File: src/rtl/controle_registrador_pkg.sv
// controle_registrador_pkg
//   Shared encodings for the register sequencer: command opcodes, register
//   function codes driven onto func, FSM state encodings and the datapath
//   width of the register it steers (registradorX).
//   Helpers:
//     eff_count  - number of EXEC cycles a command needs (shifts saturate at 4)
//     op_to_func - command opcode to register function code
package controle_registrador_pkg;

    localparam int REG_W = 4;

    localparam logic [1:0] OP_LOAD   = 2'b00;
    localparam logic [1:0] OP_SHIFTR = 2'b01;
    localparam logic [1:0] OP_SHIFTL = 2'b10;
    localparam logic [1:0] OP_CLEAR  = 2'b11;

    localparam logic [2:0] FUNC_HOLD   = 3'b000;
    localparam logic [2:0] FUNC_LOAD   = 3'b001;
    localparam logic [2:0] FUNC_SHIFTR = 3'b010;
    localparam logic [2:0] FUNC_SHIFTL = 3'b011;
    localparam logic [2:0] FUNC_RESET  = 3'b100;

    localparam logic [1:0] ST_IDLE = 2'b00;
    localparam logic [1:0] ST_EXEC = 2'b01;
    localparam logic [1:0] ST_FIN  = 2'b10;

    localparam logic [2:0] MAX_SHIFT = 3'd4;

    function automatic logic [2:0] eff_count(input logic [1:0] op_v,
                                             input logic [2:0] amount_v);
        logic [2:0] n;
        if (op_v == OP_LOAD || op_v == OP_CLEAR) begin
            n = 3'd1;
        end else if (amount_v > MAX_SHIFT) begin
            n = MAX_SHIFT;
        end else begin
            n = amount_v;
        end
        return n;
    endfunction

    function automatic logic [2:0] op_to_func(input logic [1:0] op_v);
        logic [2:0] f;
        case (op_v)
            OP_LOAD:   f = FUNC_LOAD;
            OP_SHIFTR: f = FUNC_SHIFTR;
            OP_SHIFTL: f = FUNC_SHIFTL;
            default:   f = FUNC_RESET;
        endcase
        return f;
    endfunction

endpackage

File: src/rtl/controle_registrador.sv
// controle_registrador
//   Command sequencer for registradorX. A start in IDLE latches the opcode
//   and an effective cycle count; func then carries the opcode's function
//   code for that many cycles, followed by a single done cycle.
//   Ports:
//     clock  - rising-edge clock
//     reset  - synchronous active-high reset, wins over start
//     start  - command request, only honoured in IDLE
//     op     - 00 LOAD, 01 SHIFTR, 10 SHIFTL, 11 CLEAR
//     amount - shift count, saturates at 4, ignored for LOAD/CLEAR
//     func   - registered register function code
//     busy   - registered, high from the cycle after start through done
//     done   - registered one-cycle completion pulse
//
//   state | meaning
//   IDLE  | waiting for start, func=HOLD
//   EXEC  | driving func with the latched op for cnt cycles
//   FIN   | done pulse, func=HOLD, returns to IDLE
module controle_registrador
    import controle_registrador_pkg::*;
(
    input  logic       clock,
    input  logic       reset,
    input  logic       start,
    input  logic [1:0] op,
    input  logic [2:0] amount,
    output logic [2:0] func,
    output logic       busy,
    output logic       done
);

    logic [1:0] state_q, state_d;
    logic [2:0] cnt_q, cnt_d;
    logic [1:0] op_q, op_d;
    logic [2:0] func_q, func_d;
    logic       busy_q, busy_d;
    logic       done_q, done_d;

    always_comb begin
        state_d = state_q;
        cnt_d   = cnt_q;
        op_d    = op_q;
        case (state_q)
            ST_IDLE: begin
                if (start) begin
                    op_d    = op;
                    cnt_d   = eff_count(op, amount);
                    state_d = (cnt_d == 3'd0) ? ST_FIN : ST_EXEC;
                end
            end
            ST_EXEC: begin
                // Terminal count at 1 so the counter never passes through 0.
                if (cnt_q <= 3'd1) begin
                    cnt_d   = 3'd0;
                    state_d = ST_FIN;
                end else begin
                    cnt_d = cnt_q - 3'd1;
                end
            end
            ST_FIN: begin
                state_d = ST_IDLE;
            end
            default: begin
                cnt_d   = 3'd0;
                state_d = ST_IDLE;
            end
        endcase

        // Outputs are a registered decode of the next state.
        func_d = (state_d == ST_EXEC) ? op_to_func(op_d) : FUNC_HOLD;
        busy_d = (state_d != ST_IDLE);
        done_d = (state_d == ST_FIN);
    end

    always_ff @(posedge clock) begin
        if (reset) begin
            state_q <= ST_IDLE;
            cnt_q   <= 3'd0;
            op_q    <= OP_LOAD;
            func_q  <= FUNC_HOLD;
            busy_q  <= 1'b0;
            done_q  <= 1'b0;
        end else begin
            state_q <= state_d;
            cnt_q   <= cnt_d;
            op_q    <= op_d;
            func_q  <= func_d;
            busy_q  <= busy_d;
            done_q  <= done_d;
        end
    end

    assign func = func_q;
    assign busy = busy_q;
    assign done = done_q;

endmodule

File: config.mk
export PLATFORM = sky130hd
export DESIGN_NAME = controle_registrador
export DESIGN_NICKNAME = d
export VERILOG_FILES = /design/src/rtl/controle_registrador_pkg.sv /design/src/rtl/controle_registrador.sv
export SDC_FILE = /design/constraint.sdc
export NUM_CORES = 1
export LEC_CHECK = 0
export ABC_CLOCK_PERIOD_IN_PS = 1950
export CAP_MARGIN = 20
export CORE_AREA = 2 2 39 41
export CTS_CLUSTER_DIAMETER = 50
export DETAILED_ROUTE_END_ITERATION = 6
export DIE_AREA = 0 0 41 43
export DONT_BUFFER_PORTS = 1
export PLACE_DENSITY = 0.62
export SLEW_MARGIN = 5
export SYNTH_ARGS = -nofsm -noshare
export SYNTH_HDL_FRONTEND = slang
export SYNTH_SLANG_ARGS = --single-unit
export TNS_END_PERCENT = 50
File: constraint.sdc
create_clock -name clock -period 1.95 [get_ports clock]
set_input_delay 0.195 -clock clock [delete_from_list [all_inputs] [get_ports clock]]
set_output_delay 0.195 -clock clock [all_outputs]
set_load 0.01 [all_outputs]
==> results.toml <==
[setup_path]
r2r_start = "state_q[0]"
arrival_ns = 1.85
rr_worst_depth = 4
critPathLaunch = "state_q[0]"
cp_max_fo = 6
setup.worst_path.class = "flip-flop to flip-flop"
reg2reg_to = "func[1]"
crit_required_ns = 2.12
start_kind = "flip-flop"
end_kind = "flip-flop"
r2r_slack_ns = 0.27

[final_layout]
fin_util = 0.465
diodes = 0
drive_above_1_share = 0.136
final_nets = 78
fillCellCount = 138
area.growth.synth_to_final_pct = 12.7

[sta]
finalSetupTns_ns = 0
hold_viol_final = 0
setup_viol = 0
min_period_ns = 1.68
fin_skew_ns = 0.00161
drv_slew = 0
fmax_ghz = 0.596
timing.final.crit_share = 0.861
tightest_slew_ns = 0.445
rsz0062_at_grt = "false"
maxSlewHeadroom = 0.700

[min_path]
min_path_cells = 2
min_from = "reset"
holdCritPathClass = "input port to flip-flop"
hold_path_end = "cnt_q[0]"

[grt]
grt_overflow = 0
grt_pass1_vias = 382
grt_max_degree = 10
antenna_found_initial = 0
track_usage = 0.147
grt_pass1_wl_mm = 1.70

[clock_network]
max-clock-path-buffers = 2
cts_buffers = 3
cts_htree_levels = 1
ctsResizeCount = 0
clkSinkCount = 12
cts_tree = "done"
root_buffer = "clkbuf_4"
clk_pin_slew_ns = 0.08
clk_latency_ns = 0.27

[synth]
async_flop_share = 0
ys_seq_area_frac = 0.421
yosys-top-cells-count = "12 x dfxtp_1, 9 x nor2_1, 5 x inv_1, 3 x a32oi_1, 3 x ha_1"
yosys.area.top_type = "dfxtp_1"
yosysTopAreaCellShare = 0.421
ys_warn_count = 0
yosys-top-cells-area = "dfxtp_1 42%, ha_1 6.6%, nor2_1 5.9%"
syn-num-nets = 72
synthCells = 61
yosysUniqueCellTypes = 27
ys_ff_latch = 12
ys.flop_type = "dfxtp_1"
avgSynthCellArea_um2 = 9.35
post-synth-top-count-cell = "dfxtp_1"
synth_edf_count = 0
syn_area_um2 = 571

[pwr]
pwr-share-comb = 0.148
seq_power_share = 0.497
power.density_nw_per_um2 = 873
vdd_drop_max_mv = 0.423
swShare = 0.259
p_int_uw = 416
p_leak_uw = 0.000238
clkPwrFrac = 0.355
switchingPower_uw = 146

[place]
io_buffers = 0
dp_hpwl_um = 813
gp_congestion = 0.693

[detailed_routing]
via_count = 447
drc = 0
dr.pass1.iters = 4
drt-total-wl_mm = 1.09
wl_per_cell_um = 13.3
routed_via_density = 5.45
antenna_left = 0
dr.first_iter.drc_count = 21

[run_status]
outcome = "finished clean"

[job]
maxCapViolCount = 0

[die]
start_util = 0.412
core_area_um2 = 1380
fp.dieW_um = 41
fp.dieH_um = 43
num_rows = 14
io_pins = 13
die_area_um2 = 1760
[worst max-delay path by stage]
stage	end	slack (ns)
after floorplan	func[1]	0.40
after global placement	func[1]	0.28
after detailed placement	func[1]	0.26
after CTS	func[1]	0.25
after global routing	func[1]	0.18
final	func[1]	0.27
[kinds of logic after synthesis]
kind of cell               synth area share
AOI/OAI and AO/OA                     0.213
xor gates and xnor gates             0.0307
adders and majority gates            0.0658
buffers and inverters                0.0395
DFF                                   0.421
muxes                                0.0395
and+or+nand+nor                       0.191
[critical path, cell delays in order (launching register included)]
cell and delay, ns:
dfxtp_1 0.37, nor3b_2 0.40, mux2_2 0.40, ha_1 0.28
and2_1 0.13
[layout make-up]
class,instances,area (µm²),share of cell area
multi-input combinational,43,308,0.479
sequential,12,240,0.374
clock buffer,4,36.3,0.0564
timing repair buffer,2,20.0,0.0311
tap,16,20.0,0.0311
inverter,5,18.8,0.0292
[stage by stage]
stage,cell area [µm²],power [µW],std cells,setup WS (ns),hold WS (ns)
2_1_floorplan,571,348,61,0.403,0.373
3_3_place_gp,587,361,76,0.283,0.269
3_5_place_dp,587,362,76,0.261,0.270
4_1_cts,633,569,81,0.249,0.00354
5_1_grt,643,601,82,0.185,0.0815
6_report,643,561,82,0.272,0.0966
[sequential cells by signal, indices dropped and copies added, names as in the netlist]
register	flops
func	3
done	1
busy	1
state_q	2
cnt_q	3
op_q	2
[power by group through the flow]
stage	sequential [µW]	combinational, µW	clock [µW]
after floorplan	282	66.3	0
after global placement	285	77.0	0
after detailed placement	285	77.2	0
after CTS	279	81.9	208
after global routing	282	94.9	224
final	279	82.8	199
[repair_timing]
action | CTS | global route
hold buffers | 1 | 1
setup buffers | 0 | 0
endpoints found under the hold margin | 9 | 1
[layout by cell type, fill, tap and decap left out]
cell            n
a21o_1          1
a21oi_1         2
a221oi_1        2
a22oi_1         1
a32oi_1         3
and2_1          2
clkbuf_4        3
clkbuf_8        1
dfxtp_1        12
dlygate4sd3_1   2
ha_1            3
inv_1           5
mux2_2          2
nand2_1         1
nand2b_1        1
nand2b_2        1
nor2_1          9
nor2b_1         2
nor3_1          1
nor3b_2         1
o21ai_0         2
o21ai_1         2
o21bai_1        1
o22a_1          1
o41ai_2         1
or2_0           1
or4_1           1
xnor2_1         1
xor2_1          1
[routing by layer]
| metal | GRT usage | vias to the layer above | wire [µm] |
|---|---|---|---|
| met5 | 0 | - | 0 |
| li1 | - | 226 | - |
| met1 | 0.198 | 208 | 504 |
| met3 | 0.0576 | 2 | 71 |
| met2 | 0.194 | 11 | 502 |
| met4 | 0.0800 | 0 | 15 |
Note: power is estimated with default switching activity, not from simulation.
